$ cat config.mk
export PLATFORM = sky130hd
export DESIGN_NAME = keypad_entry
export DESIGN_NICKNAME = d
export VERILOG_FILES = /design/src/rtl/keypad_pkg.sv /design/src/rtl/keypad_tick_gen.sv /design/src/rtl/keypad_entry.sv
export SDC_FILE = /design/constraint.sdc
export NUM_CORES = 1
export LEC_CHECK = 0
export CORE_ASPECT_RATIO = 1.4
export CORE_MARGIN = 2
export CORE_UTILIZATION = 40
export DETAILED_ROUTE_END_ITERATION = 7
export PLACE_DENSITY_LB_ADDON = 0.3
export SLEW_MARGIN = 10
export SYNTH_ARGS = -nofsm -noshare
export SYNTH_HDL_FRONTEND = slang
export SYNTH_SLANG_ARGS = --single-unit
$ cat constraint.sdc
create_clock -name Clk -period 2.8 [get_ports Clk]
set_clock_uncertainty 0.1 [all_clocks]
set_input_delay 0.42 -clock Clk [delete_from_list [all_inputs] [get_ports Clk]]
set_output_delay 0.42 -clock Clk [all_outputs]
set_load 0.02 [all_outputs]
$ cat src/rtl/keypad_pkg.sv
// Shared types, key codes and small decode helpers for the matrix keypad
// scanner.
package keypad_pkg;

  typedef enum logic [1:0] {
    SCAN     = 2'd0,
    DEBOUNCE = 2'd1,
    HELD     = 2'd2
  } state_t;

  localparam logic [3:0] KEY_CLR    = 4'hE;
  localparam logic [3:0] KEY_ENT    = 4'hF;
  localparam logic [3:0] ROWS_RESET = 4'b1110;

  // One-cold pattern with bit idx low; used for row drives and column matching.
  function automatic logic [3:0] one_cold(input logic [1:0] idx);
    return ~(4'b0001 << idx);
  endfunction

  // True when exactly one of the four active-low lines is asserted.
  function automatic logic is_single(input logic [3:0] lines);
    case (lines)
      4'b1110, 4'b1101, 4'b1011, 4'b0111: return 1'b1;
      default:                            return 1'b0;
    endcase
  endfunction

  function automatic logic [1:0] col_index(input logic [3:0] lines);
    case (lines)
      4'b1101: return 2'd1;
      4'b1011: return 2'd2;
      4'b0111: return 2'd3;
      default: return 2'd0;
    endcase
  endfunction

endpackage

$ cat src/rtl/keypad_tick_gen.sv
// Free-running prescaler: one-cycle tick every SCAN_DIV clocks, which paces
// both the row scan and the debounce sampling.
module keypad_tick_gen #(
  parameter int SCAN_DIV = 100000
) (
  input  logic clk,
  input  logic reset,
  output logic tick
);

  localparam int CNT_W = (SCAN_DIV > 1) ? $clog2(SCAN_DIV) : 1;

  logic [CNT_W-1:0] cnt_reg;
  logic [CNT_W-1:0] cnt_next;

  assign tick = (cnt_reg == CNT_W'(SCAN_DIV - 1));

  always_comb begin
    cnt_next = cnt_reg + CNT_W'(1);
    if (tick) begin
      cnt_next = '0;
    end
  end

  always_ff @(posedge clk) begin
    if (!reset) begin
      cnt_reg <= '0;
    end else begin
      cnt_reg <= cnt_next;
    end
  end

endmodule

$ cat src/rtl/keypad_entry.sv
// 4x4 matrix keypad scanner: scans rows, debounces presses and releases,
// and shifts accepted hex digits into an operand with CLR/ENT handling.
module keypad_entry
  import keypad_pkg::*;
#(
  parameter int SCAN_DIV     = 100000,
  parameter int DEBOUNCE_CNT = 4,
  parameter int DATA_W       = 8
) (
  input  logic              Clk,
  input  logic              Reset,
  input  logic [3:0]        Cols,
  output logic [3:0]        Rows,
  output logic [DATA_W-1:0] Data_output,
  output logic              Enter_pulse,
  output logic              Key_valid,
  output logic [3:0]        Key_code
);

  localparam int CNT_W = $clog2(DEBOUNCE_CNT + 1);

  logic tick;

  keypad_tick_gen #(
    .SCAN_DIV(SCAN_DIV)
  ) u_tick_gen (
    .clk  (Clk),
    .reset(Reset),
    .tick (tick)
  );

  // Two-flop synchronizer per column; idle level is high (pulled up).
  logic [3:0] sync1_reg;
  logic [3:0] sync2_reg;

  generate
    for (genvar gi = 0; gi < 4; gi++) begin : g_sync
      always_ff @(posedge Clk) begin
        if (!Reset) begin
          sync1_reg[gi] <= 1'b1;
          sync2_reg[gi] <= 1'b1;
        end else begin
          sync1_reg[gi] <= Cols[gi];
          sync2_reg[gi] <= sync1_reg[gi];
        end
      end
    end
  endgenerate

  state_t            state_reg,   state_next;
  logic [1:0]        row_reg,     row_next;
  logic [1:0]        col_reg,     col_next;
  logic [CNT_W-1:0]  match_reg,   match_next;
  logic [CNT_W-1:0]  release_reg, release_next;
  logic [3:0]        rows_reg,    rows_next;
  logic [DATA_W-1:0] data_reg,    data_next;
  logic [3:0]        code_reg,    code_next;
  logic              valid_reg,   valid_next;
  logic              enter_reg,   enter_next;

  logic [3:0]        sample;
  logic [3:0]        accept_code;
  logic [DATA_W-1:0] shifted;
  logic              accept;

  assign sample      = sync2_reg;
  assign accept_code = {row_reg, col_reg};

  generate
    if (DATA_W > 4) begin : g_shift
      assign shifted = {data_reg[DATA_W-5:0], accept_code};
    end else begin : g_narrow
      assign shifted = accept_code;
    end
  endgenerate

  always_comb begin
    state_next   = state_reg;
    row_next     = row_reg;
    col_next     = col_reg;
    match_next   = match_reg;
    release_next = release_reg;
    accept       = 1'b0;

    if (tick) begin
      case (state_reg)
        SCAN: begin
          if (is_single(sample)) begin
            col_next   = col_index(sample);
            match_next = CNT_W'(1);
            state_next = DEBOUNCE;
          end else begin
            row_next = row_reg + 2'd1;
          end
        end
        DEBOUNCE: begin
          if (sample == one_cold(col_reg)) begin
            if (match_reg == CNT_W'(DEBOUNCE_CNT - 1)) begin
              accept       = 1'b1;
              match_next   = '0;
              release_next = '0;
              state_next   = HELD;
            end else begin
              match_next = match_reg + CNT_W'(1);
            end
          end else begin
            match_next = '0;
            row_next   = row_reg + 2'd1;
            state_next = SCAN;
          end
        end
        HELD: begin
          // Any low column, even in another position, restarts the release count.
          if (sample == 4'hF) begin
            if (release_reg == CNT_W'(DEBOUNCE_CNT - 1)) begin
              release_next = '0;
              row_next     = row_reg + 2'd1;
              state_next   = SCAN;
            end else begin
              release_next = release_reg + CNT_W'(1);
            end
          end else begin
            release_next = '0;
          end
        end
        default: begin
          state_next = SCAN;
        end
      endcase
    end
  end

  always_comb begin
    rows_next  = one_cold(row_next);
    data_next  = data_reg;
    code_next  = code_reg;
    valid_next = 1'b0;
    enter_next = 1'b0;

    if (accept) begin
      valid_next = 1'b1;
      code_next  = accept_code;
      if (accept_code == KEY_CLR) begin
        data_next = '0;
      end else if (accept_code == KEY_ENT) begin
        enter_next = 1'b1;
      end else begin
        data_next = shifted;
      end
    end
  end

  always_ff @(posedge Clk) begin
    if (!Reset) begin
      state_reg   <= SCAN;
      row_reg     <= 2'd0;
      col_reg     <= 2'd0;
      match_reg   <= '0;
      release_reg <= '0;
      rows_reg    <= ROWS_RESET;
      data_reg    <= '0;
      code_reg    <= 4'd0;
      valid_reg   <= 1'b0;
      enter_reg   <= 1'b0;
    end else begin
      state_reg   <= state_next;
      row_reg     <= row_next;
      col_reg     <= col_next;
      match_reg   <= match_next;
      release_reg <= release_next;
      rows_reg    <= rows_next;
      data_reg    <= data_next;
      code_reg    <= code_next;
      valid_reg   <= valid_next;
      enter_reg   <= enter_next;
    end
  end

  assign Rows        = rows_reg;
  assign Data_output = data_reg;
  assign Key_code    = code_reg;
  assign Key_valid   = valid_reg;
  assign Enter_pulse = enter_reg;

endmodule

==> flow_summary.toml <==
[routing]
drc_errors = 0
routedWlPerCell_um = 12.4
drt_iter0_drc = 81
vias = 1948
drtPass1Iterations = 4
ant_nets = 0
wl_mm = 4.57
post_drt_via_cell_ratio = 5.28

[final_layout]
fin_nets = 306
drive_above_1_share_pct = 6.73
syn_to_final_growth_pct = 15.8
stdcell_count = 369
diodes = 0
utilization_pct = 46.9
largest_reg_flops = 17
layout_common_cells = "dfxtp_1, nand2_1, nor2_1"
layout_commonest_cell = "dfxtp_1"
fillCellCount = 624

[power]
power.leakage_nw = 1.06
power.density_nw_per_um2 = 483
ir_worst_vdd_mv = 0.290

[timing]
post-route-period-util_pct = 87.7
fin_crit_ns = 2.46
tightest_slew_ns = 0.621
holdWs_ns = 0.311
finalSetupViolations = 0
max_slew_margin_pct = 58.4
fmax_ghz = 0.407
report.final.slew_viol_count = 0
fin_ws_ns = 0.344
rsz0062_at_grt = "false"
fin_setup_tns_ns = 0
hold_violations = 0

[synth]
ys_ff_latch = 55
synth-seq-area-share_pct = 44.4
yosys-top-cells-area = "dfxtp_1, nand2_1, nor2_1"
yosys.area.top_type = "dfxtp_1"
netlist.area_leader.share_pct = 44.4
synthFlopType = "dfxtp_1"
synth_edf_count = 0
synth_area_um2 = 2480
synth-async-reset-ratio_pct = 0
syn_inst = 277
synth_area_per_cell_um2 = 8.96
synth_cell_types = 45
syn_nets = 287
ys.warnings.count = 0

[worst_setup_path]
crit_arrival_ns = 2.55
crit_fanout = 13
start_kind = "register"
r2r.worst_path.cells = 6
critPathMaxStageDelay_ns = 0.50
slowest_stage = "or3_4"
path_cells = "or3b_1 > a211oi_2 > o21ai_2 > or3_4 > a21oi_2 > o22ai_1"
path_buf_inv = 0
rrSetupSlack_ns = 0.34
worstPathRequired_ns = 2.89
r2r_end = "Data_output[5]$_SDFFE_PN0P_"
end_kind = "register"
cp_top_family = "simple AND/OR/NAND/NOR gates"
r2r-start = "sample[1]$_SDFF_PN1_"
worstSetupPathDepth = 6
path_class = "register to register"

[floorplanning]
dieHeight_um = 97.2
initial_core_util_pct = 40.5
io_pins = 24
die_x_um = 70.6
core_area_um2 = 6130
die_area_um2 = 6860
rows = 34

[grt]
grt_start_max_net_pins = 17
grt_pass1_vias = 1842
grt_overflow = 0
antenna_found_initial = 0
grt_pass1_wl_mm = 8.21
grt_usage_pct = 14.5

[clock_network]
htreeDepth = 2
numCtsBuffers = 5
cts_sinks = 55
holdBufCountCts = 0
cts.repair.resized = 0
cts.clk_slew.worst_paths_ns = 0.09
cts-root-buf = "clkbuf_8"
clk_latency_ns = 0.31
cts_tree = "built"
cts_setup_buffers = 0
cts_buffer_depth = 2

[run_status]
status = "complete, no violations"

[place]
routabilityCongestion = 0.785
dp_slack_ns = 0.339
hpwl_mm = 3.39
place_inst = 361
port_buffers = 23

[hold_path]
hp-start = "sync1_reg[3]$_SDFF_PN1_"
hold_path_depth = 1
hp-class = "register to register"
hold_end = "sample[3]$_SDFF_PN1_"

[run]
drv_cap = 0
## layout make-up
type                       instances  area [µm²]  area share, %
multi-input combinational        201        1290           44.8
timing repair buffer              26         253           8.79
clock inverter                     2        35.0           1.22
tap                               72        90.1           3.13
inverter                           7        26.3          0.914
clock buffer                       6        82.6           2.87
sequential                        55        1100           38.3
## worst register-to-register path, cell delays in order, from the launching register on
cell	delay, ns
dfxtp_1	0.49
or3b_1	0.39
a211oi_2	0.27
o21ai_2	0.17
or3_4	0.50
a21oi_2	0.29
o22ai_1	0.15
## kinds of logic after synthesis
kind of cell / share of synthesized area [%]
compound gates: 10.2
xor+xnor: 6.00
fa+ha+maj: 2.02
buf+inv: 3.83
flops: 44.4
mux: 3.63
simple gates: 29.9
## power breakdown
group / switching, W / internal, W / total [W]
logic: 0.0000293 / 0.0000247 / 0.0000540
registers: 0.00000876 / 0.000791 / 0.000799
clock network: 0.000246 / 0.000289 / 0.000535
## cells in the mapped netlist, types with 2 or more instances
cell      count
nand3_1      13
inv_1         7
or3b_1        2
xnor2_1       6
or4_1         2
nand2_1      29
dfxtp_1      55
buf_2         7
nor2_1       27
o32ai_2       2
nand3b_1      4
nand2b_1     14
nor3_1        5
a21oi_1       7
nor3b_1       2
nor4_1        2
nand4_1       6
mux2i_1       9
and3_1        9
xor2_1       11
o22ai_1       4
clkbuf_1      6
ha_1          4
nand4b_1      5
o211ai_1      2
o21ai_0       9
and2_1        4
a31oi_1       3
and4_1        2
or3_1         4
## how the worst max path moves through the flow
stage	from	to	slack, ns
after global routing	sample[1]$_SDFF_PN1_	Data_output[5]$_SDFFE_PN0P_	0.15
after detailed placement	sample[1]$_SDFF_PN1_	Data_output[5]$_SDFFE_PN0P_	0.34
final	sample[1]$_SDFF_PN1_	Data_output[5]$_SDFFE_PN0P_	0.34
after global placement	sample[1]$_SDFF_PN1_	Data_output[4]$_SDFFE_PN0P_	0.39
after floorplan	u_tick_gen.cnt_reg[4]$_SDFF_PP0_	match_reg[2]$_SDFFE_PN0P_	0.62
after CTS	sample[1]$_SDFF_PN1_	Data_output[5]$_SDFFE_PN0P_	0.33
## layer usage
metal	global-route usage, %	vias up	wire (µm)
li1	-	1003	-
met1	16.0	903	2010
met2	26.6	33	2320
met3	2.90	9	147
met4	5.81	0	90
met5	0	-	0
## per-stage QoR
stage          instance area (µm²)  total power, W
3_5_place_dp                  2760        0.000872
5_1_grt                       2870         0.00145
2_1_floorplan                 2480        0.000855
3_3_place_gp                  2760        0.000871
4_1_cts                       2870         0.00141
6_report                      2870         0.00139
Note: power is estimated with default switching activity, not from simulation.
